<file path="src/rtl/tick_scheduler.sv">
// NUM_CH independent programmable tick dividers that share one valid/ready period-config port.
// Defining TICKSCHED_SQUARE_EN adds a per-channel sq_out square wave that toggles on every tick.
module tick_scheduler #(
    parameter int          NUM_CH         = 3,
    parameter int          CNT_W          = 16,
    parameter int unsigned DEFAULT_PERIOD = 1,
    localparam int         CH_W           = $clog2(NUM_CH) + 1
) (
    input  logic              clk_in,
    input  logic              rst_n,
    input  logic [NUM_CH-1:0] en,
    input  logic              cfg_valid,
    output logic              cfg_ready,
    input  logic [CH_W-1:0]   cfg_ch,
    input  logic [CNT_W-1:0]  cfg_period,
    output logic [NUM_CH-1:0] tick,
`ifdef TICKSCHED_SQUARE_EN
    output logic [NUM_CH-1:0] sq_out,
`endif
    output logic [NUM_CH-1:0] pending
);

    localparam logic [CNT_W-1:0] DEF_P = CNT_W'(DEFAULT_PERIOD);

    logic [NUM_CH-1:0][CNT_W-1:0] cnt_q, cnt_d;
    logic [NUM_CH-1:0][CNT_W-1:0] act_q, act_d;
    logic [NUM_CH-1:0][CNT_W-1:0] pend_q, pend_d;
    logic [NUM_CH-1:0]            pending_q, pending_d;
    logic [NUM_CH-1:0]            tick_q, tick_d;
    logic [NUM_CH-1:0]            cfg_hit;
    logic [NUM_CH-1:0]            wrap;

    // An out-of-range cfg_ch matches no channel, so it is always ready and writes nothing.
    always_comb begin
        // NOTE: every always_comb output gets a default first so no path can infer a latch.
        cfg_ready = 1'b1;
        cfg_hit   = '0;
        for (int c = 0; c < NUM_CH; c++) begin
            if (cfg_ch == CH_W'(c)) begin
                cfg_ready  = ~pending_q[c];
                cfg_hit[c] = cfg_valid & ~pending_q[c];
            end
        end
    end

    always_comb begin
        cnt_d     = cnt_q;
        act_d     = act_q;
        pend_d    = pend_q;
        pending_d = pending_q;
        tick_d    = '0;
        wrap      = '0;
        for (int c = 0; c < NUM_CH; c++) begin
            // ">=" lets a period lowered below the running count wrap on the next edge.
            wrap[c] = en[c] & (cnt_q[c] >= act_q[c]);
            if (!en[c] || wrap[c]) begin
                cnt_d[c] = '0;
            end else begin
                cnt_d[c] = cnt_q[c] + CNT_W'(1);
            end
            tick_d[c] = wrap[c];
            if ((!en[c] || wrap[c]) && pending_q[c]) begin
                act_d[c]     = pend_q[c];
                pending_d[c] = 1'b0;
            end
            // A write is accepted only while nothing is pending, so it never collides with the clear.
            if (cfg_hit[c]) begin
                pend_d[c]    = cfg_period;
                pending_d[c] = 1'b1;
            end
        end
    end

    always_ff @(posedge clk_in or negedge rst_n) begin
        if (!rst_n) begin
            cnt_q     <= '0;
            act_q     <= {NUM_CH{DEF_P}};
            pend_q    <= '0;
            pending_q <= '0;
            tick_q    <= '0;
        end else begin
            // NOTE: sequential state uses non-blocking assignments so every register samples pre-edge values.
            cnt_q     <= cnt_d;
            act_q     <= act_d;
            pend_q    <= pend_d;
            pending_q <= pending_d;
            tick_q    <= tick_d;
        end
    end

    assign tick    = tick_q;
    assign pending = pending_q;

`ifdef TICKSCHED_SQUARE_EN
    logic [NUM_CH-1:0] sq_q, sq_d;

    assign sq_d = sq_q ^ tick_d;

    always_ff @(posedge clk_in or negedge rst_n) begin
        if (!rst_n) begin
            sq_q <= '1;
        end else begin
            sq_q <= sq_d;
        end
    end

    assign sq_out = sq_q;
`endif

endmodule

</file>
<file path="config.mk">
export PLATFORM = sky130hd
export DESIGN_NAME = tick_scheduler
export DESIGN_NICKNAME = d
export VERILOG_FILES = /design/src/rtl/tick_scheduler.sv
export SDC_FILE = /design/constraint.sdc
export NUM_CORES = 1
export LEC_CHECK = 0
export CORE_UTILIZATION = 40
export CTS_CLUSTER_SIZE = 8
export DETAILED_ROUTE_END_ITERATION = 8
export PLACE_DENSITY = 0.56
export RECOVER_POWER = 50
export SKIP_CTS_REPAIR_TIMING = 1
export SLEW_MARGIN = 20
export SYNTH_ARGS = -nofsm -noshare
export SYNTH_HDL_FRONTEND = slang
export SYNTH_SLANG_ARGS = --single-unit
</file>
<file path="constraint.sdc">
create_clock -name clk_in -period 3.3 [get_ports clk_in]
set_input_delay 0.66 -clock clk_in [delete_from_list [all_inputs] [get_ports clk_in]]
set_output_delay 0.66 -clock clk_in [all_outputs]
set_load 0.02 [all_outputs]
</file>
==> results.md, run 1 <==
* Die Height at 136 µm
* DRC viols at 0
* Starting density of the core at 41.3%
* Unique masters post-synth at 39
* Worst path arrival time at 2.29 ns
* Synth Cell Area at 0.00721 mm²
* Overall global routing resource usage at 16.8%
* Switching pwr at 1.45 mW
* Flops & latches, synth at 150
* Area contributors post-synth: dfrtp_1, ha_1, mux2_2
* CP peak stage delay at 0.63 ns
* Worst-case clock buffer depth at 2
* Commonest non-fill, non-tap cell in the layout: dfrtp_1
* Clk pin slew, worst setup/hold paths at 0.06 ns
* Max VDD drop at 0.000357 V
* Cell taking the most area after synthesis: dfrtp_1
* CP endpoint kind: output port
* 1st-iter DRT viols at 149
* Buffers on Ports at 31
* R2r worst-path depth at 6
* Total CTS buffers at 17
* Flop-to-flop setup slack at 0.69 ns
* Via count at 4545
* EDFF count, synth at 0
* Max Fanout on Critical Path at 5
* Largest net degree at the start of global routing at 74
* Routability-driven placement congestion ratio at 0.767
* Final Hold Viols at 0
* Worst Hold Class: flop to flop
* Die width at 136 µm
* Initial antenna violation count at 0
* Via-per-instance ratio at 5.04
* P per Cell Area at 651 mW/mm²
* Int Power at 4.01 mW
* Dpl hpwl at 10.1 mm
* Final slew viol count at 73
* Required @ worst endpoint at 2.64 ns
* Comb power frac at 18.3%
* Worst skew pair latency at 0.41 ns
* Slew HR at -27.0%
* Die area at 0.0186 mm²
* Global route overflow at 0
* Final Net Count at 740
* Slew @ Worst Pin at 1.90 ns
* I/O pin count at 32
* Post-synth ARST share at 100%
* RSZ-0062 raised after global routing: no
* Max Cap Viol at 1
* Critical path class: primary input to output port
* Std cell rows at 48
* Global-route wire length before repair at 23.8 mm
* Core area at 0.0175 mm²
* Yosys warns at 0
* Sequential area share after synthesis at 52.1%
* Layout cell share with drive strength beyond 1 at 15.4%
* Diodes inserted at 0
* Post-layout min period at 2.95 ns
* Switching Share at 26.6%
* Clock root cell: clkbuf_16
* H-tree Lvls at 4
* Origin of the critical flop-to-flop path: cnt_q[34]
* Num Clock Sinks at 150
* Critical-path cell list: clkdlybuf4s50_1 -> mux2i_1 -> o21ai_0 -> nand2b_1 -> clkdlybuf4s50_1
* RR Endpoint: act_q[34]
* CP Launch Type: primary input
* Main flop type after synthesis: dfrtp_1
* Period utilisation layout at 89.3%
* Max Freq at 340 MHz
* Clock power frac at 36.1%
* CTS tree: built
* Vias in the first global route at 4718
* CP max-delay cell: clkdlybuf4s50_1
* Sequential Power Share at 45.5%
* Worst Hold Path EP: cnt_q[0]
* Worst hold slack at 0.483 ns
* Drt first pass iters at 4
* Critical path's most frequent cell: clkdlybuf4s50_1
* HP Start: cnt_q[0]
* Most frequent cells in the layout: dfrtp_1, mux2_2, inv_1, ha_1, nor2_1
* CP delay by family, top: buffers and inverters
* TNS Setup at 0 ns
* Failing checks: max-capacitance violations, max-slew violations
* Final setup violation count at 0
* Top cell type's share of synthesized area at 51.0%
* Syn Area/Cell at 11.6 µm²
* Clock tree skew after final layout at 0.00869 ns
* Worst path bufs/invs at 2
* Area delta synth->final at 16.3%
* WL/cell at 15.4 µm
* Syn_nets at 699
* P_leak at 3.89 nW
* Status: finished, violations left
* Synthesized netlist cell count at 623
* Final WL at 13.9 mm
* Post-route ant nets at 0
* Hold path cells at 1
[sequential cells by signal, summed over array words and instances (netlist names)]
register and flops:
cnt_q 48, pending 3, act_q 48, tick 3
pend_q 48
[kinds of logic (layout without fill, tap and decap cells)]
logic type | Yosys count | count (layout) | share of synthesized area (%)
muxes | 82 | 82 | 12.8
DFF | 150 | 150 | 52.1
adders and majority gates | 51 | 51 | 8.85
and+or+nand+nor | 171 | 171 | 11.7
AOI/OAI and AO/OA | 56 | 56 | 5.36
xor gates and xnor gates | 42 | 42 | 5.10
buffers and inverters | 71 | 125 | 4.09
[power groups by stage]
stage | clock network [mW] | logic [mW] | registers [mW]
after CTS | 2.03 | 1.02 | 2.49
after global placement | 0 | 0.971 | 2.51
after floorplan | 0 | 0.772 | 2.44
after detailed placement | 0 | 1.02 | 2.52
final | 1.97 | 1.00 | 2.49
after global routing | 2.11 | 1.16 | 2.55
[synth_stat cells, types with 4 or more instances]
master,count
ha_1,51
xnor2_1,19
and3_1,13
nor3_1,5
dfrtp_1,147
o22ai_1,15
inv_1,55
and4_1,4
a31oi_1,4
xor2_1,23
o21ai_0,9
clkbuf_1,7
nor2_1,45
nand2_1,41
and2_1,19
nand4_1,10
mux2_1,25
a21oi_1,15
nor2b_1,8
nand3_1,19
mux2_2,56
buf_2,5
[per-stage QoR]
stage | setup WS [ns] | util [%] | cells | power [mW] | area (µm²)
global route | 0.281 | 48.0 | 902 | 5.82 | 8390
finish | 0.355 | 48.0 | 902 | 5.46 | 8390
floorplan | 1.04 | - | 623 | 3.21 | 7210
global placement | 0.397 | 44.6 | 870 | 3.48 | 7790
detailed placement | 0.368 | 44.6 | 870 | 3.54 | 7790
CTS | 0.360 | 48.1 | 902 | 5.55 | 8400
[per-layer routing]
layer	vias up	wire, µm	GRT usage (%)
met1	2274	6790	22.9
met3	8	338	4.25
met5	-	0	0
li1	2217	-	-
met4	0	98	4.88
met2	46	6680	26.3
[cell type report]
type                    instances  area [µm²]
clock buffers                  21         460
clock inverters                11         149
fillers                      1539        9080
inverters                      55         206
multi-input cells             402        3170
flip-flops and latches        150        3760
well taps                     225         282
repair buffers                 38         368
[worst max-delay path by stage]
stage                   start        end  slack, ns  depth (start not counted)
floorplan            cnt_q[2]  act_q[10]       1.04                          7
global placement    cfg_ch[1]  cfg_ready       0.40                          5
detailed placement  cfg_ch[1]  cfg_ready       0.37                          5
CTS                 cfg_ch[1]  cfg_ready       0.36                          5
global route        cfg_ch[1]  cfg_ready       0.28                          5
finish              cfg_ch[1]  cfg_ready       0.35                          5
Power figures use the tool's default switching activity.
==> inputs of run 2 (changes only) <==
CAP_MARGIN = 15   (was not set)
GPL_TIMING_DRIVEN = 0   (was not set)
==> results.md, run 2 (synthesis results as in run 1) <==
* Routability-driven placement congestion ratio at 0.775 (+0.96%)
* Met2 Use GR at 28.4% (+2.1 points)
* Failing checks: max-capacitance violations, max-slew violations
* Period utilisation layout at 90.2% (+0.97 points)
* Slew @ Worst Pin at 1.77 ns (-0.138 ns)
* Die area at 0.0186 mm² (unchanged)
* Via-per-instance ratio at 5.03 (-0.16%)
* Core area at 0.0175 mm² (unchanged)
* Total CTS buffers at 17 (unchanged)
* Max Cap Viol at 1 (unchanged)
* Origin of the critical flop-to-flop path: cnt_q[2]
* Final slew viol count at 68 (-6.8%)
* WL/cell at 15.5 µm (+0.72%)
* Max VDD drop at 0.000339 V (-4.9%)
* Num Clock Sinks at 150 (unchanged)
* Slew HR at -17.7% (+9.2 points)
* Buffers on Ports at 31 (unchanged)
* Worst hold slack at 0.482 ns (-0.00146 ns)
* P_leak at 3.90 nW (+0.35%)
* Worst skew pair latency at 0.43 ns (+0.02 ns)
* Post-layout min period at 2.98 ns (+0.0321 ns)
* CP endpoint kind: output port
* Worst path arrival time at 2.32 ns (+0.03 ns)
* Global route overflow at 0 (unchanged)
* Fraction of met3 tracks used by global routing at 5.00% (+0.75 points)
* Drt first pass iters at 4 (unchanged)
* Post-route ant nets at 0 (unchanged)
* Required @ worst endpoint at 2.64 ns (about the same)
* H-tree Lvls at 4 (unchanged)
* Clock root cell: clkbuf_16
* Switching pwr at 1.49 mW (+2.6%)
* Dpl hpwl at 10.4 mm (+3.0%)
* Final WL at 14.2 mm (+1.8%)
* GRT met1 Usage at 22.0% (-0.92 points)
* GRT busiest layer: met2
* Comb power frac at 18.9% (+0.6 points)
* Max Fanout on Critical Path at 5 (unchanged)
* # fillers at 1550 (+0.71%)
* Clk pin slew, worst setup/hold paths at 0.06 ns (about the same)
* Total power at 5.40 mW (-1.1%)
* Pre-CTS setup slack at 0.326 ns (-0.0421 ns)
* 1st-iter DRT viols at 195 (+31%)
* Crit path from: cfg_ch[1]
* Final setup violation count at 0 (unchanged)
* Die Height at 136 µm (unchanged)
* Max Freq at 336 MHz (-1.1%)
* Critical path class: primary input to output port
* Initial antenna violation count at 0 (unchanged)
* Status: finished, violations left
* Global-route wire length before repair at 24.3 mm (+2.3%)
* CP Launch Type: primary input
* Starting density of the core at 41.3% (unchanged)
* Clock power frac at 35.2% (-0.9 points)
* Vias in the first global route at 4890 (+3.6%)
* Most frequent cells in the layout: dfrtp_1, mux2_2, inv_1, ha_1, nor2_1
* Biggest registers after layout: act_q (48), cnt_q (48), pend_q (48)
* Final WS setup at 0.323 ns (-0.0321 ns)
* Overall global routing resource usage at 17.3% (+0.50 points)
* Final Hold Viols at 0 (unchanged)
* Worst-case clock buffer depth at 2 (unchanged)
* Std cell rows at 48 (unchanged)
* Largest net degree at the start of global routing at 84 (+14%)
* DRC viols at 0 (unchanged)
* Via count at 4588 (+0.95%)
* I/O pin count at 32 (unchanged)
* Sequential Power Share at 45.9% (+0.4 points)
* HP Start: cnt_q[0]
* Layout cell share with drive strength beyond 1 at 15.6% (+0.21 points)
* P per Cell Area at 643 mW/mm² (-1.2%)
* RSZ-0062 raised after global routing: no
* Int Power at 3.91 mW (-2.4%)
* Area delta synth->final at 16.5%
* Worst Hold Class: flop to flop
* Non-Filler Instances at 912 (+1.1%)
* Final Net Count at 750 (+1.4%)
* Commonest non-fill, non-tap cell in the layout: dfrtp_1
* Cell Count Post-Placement at 880 (+1.1%)
* Die width at 136 µm (unchanged)
* Clock tree skew after final layout at 0.00750 ns (-0.00119 ns)
* Switching Share at 27.5% (+0.98 points)
* CTS tree: built
* Diodes inserted at 0 (unchanged)
[run 2: cell types whose count changed in the layout (fill, tap and decap cells not counted), sizes merged]
cell and change:
clkbuf +5, buf +4, clkinv +4, bufinv -1
clkinvlp -1, inv -1
[run 2: worst paths after layout]
kind | slack [ns] | cells after the start | end
worst max-delay path | 0.32 | 5 | cfg_ready
worst max register to register | 0.72 | 7 | act_q[12]
worst min register to register | 0.48 | 1 | cnt_q[0]
min in group asynchronous | 0.70 | 1 | cnt_q[34]
max in group asynchronous | 1.45 | 2 | act_q[0]
worst min-delay path | 0.48 | 1 | cnt_q[0]
[run 2: stage by stage]
step                      util, %  TNS [ns]  cell area, µm²
after CTS                    48.1         0            8410
final                        48.1         0            8400
after global placement       44.7   -645.62            7800
after global routing         48.1         0            8400
after floorplan                 -         0            7210
after detailed placement     44.8         0            7840
[run 2: layout make-up]
type / count / area [µm²] / area share, %
buffer: 16 / 88.8 / 1.06
clock buffer: 20 / 447 / 5.31
clock inverter: 12 / 130 / 1.55
inverter: 55 / 206 / 2.46
multi-input combinational: 402 / 3160 / 37.6
sequential: 150 / 3760 / 44.7
tap: 225 / 282 / 3.35
timing repair buffer: 32 / 333 / 3.96
[run 2: worst max-delay path, stage by stage]
cell and delay, ns:
clkdlybuf4s50_1 0.63, mux2i_1 0.21, o21ai_0 0.11, nand2b_1 0.10, clkdlybuf4s50_1 0.60
[run 2: routing by layer]
layer | vias to the layer above | wire, µm
met5 | - | 0
met4 | 0 | 165
met3 | 13 | 440
met2 | 68 | 6820
met1 | 2273 | 6740
li1 | 2234 | -
[run 2: power groups by stage]
stage          Clock [mW]  Sequential [mW]  Combinational (mW)
3_5_place_dp            0             2.52                1.04
2_1_floorplan           0             2.44               0.772
3_3_place_gp            0             2.51               0.978
4_1_cts              1.96             2.49                1.05
6_report             1.90             2.48                1.02
5_1_grt              2.04             2.54                1.18
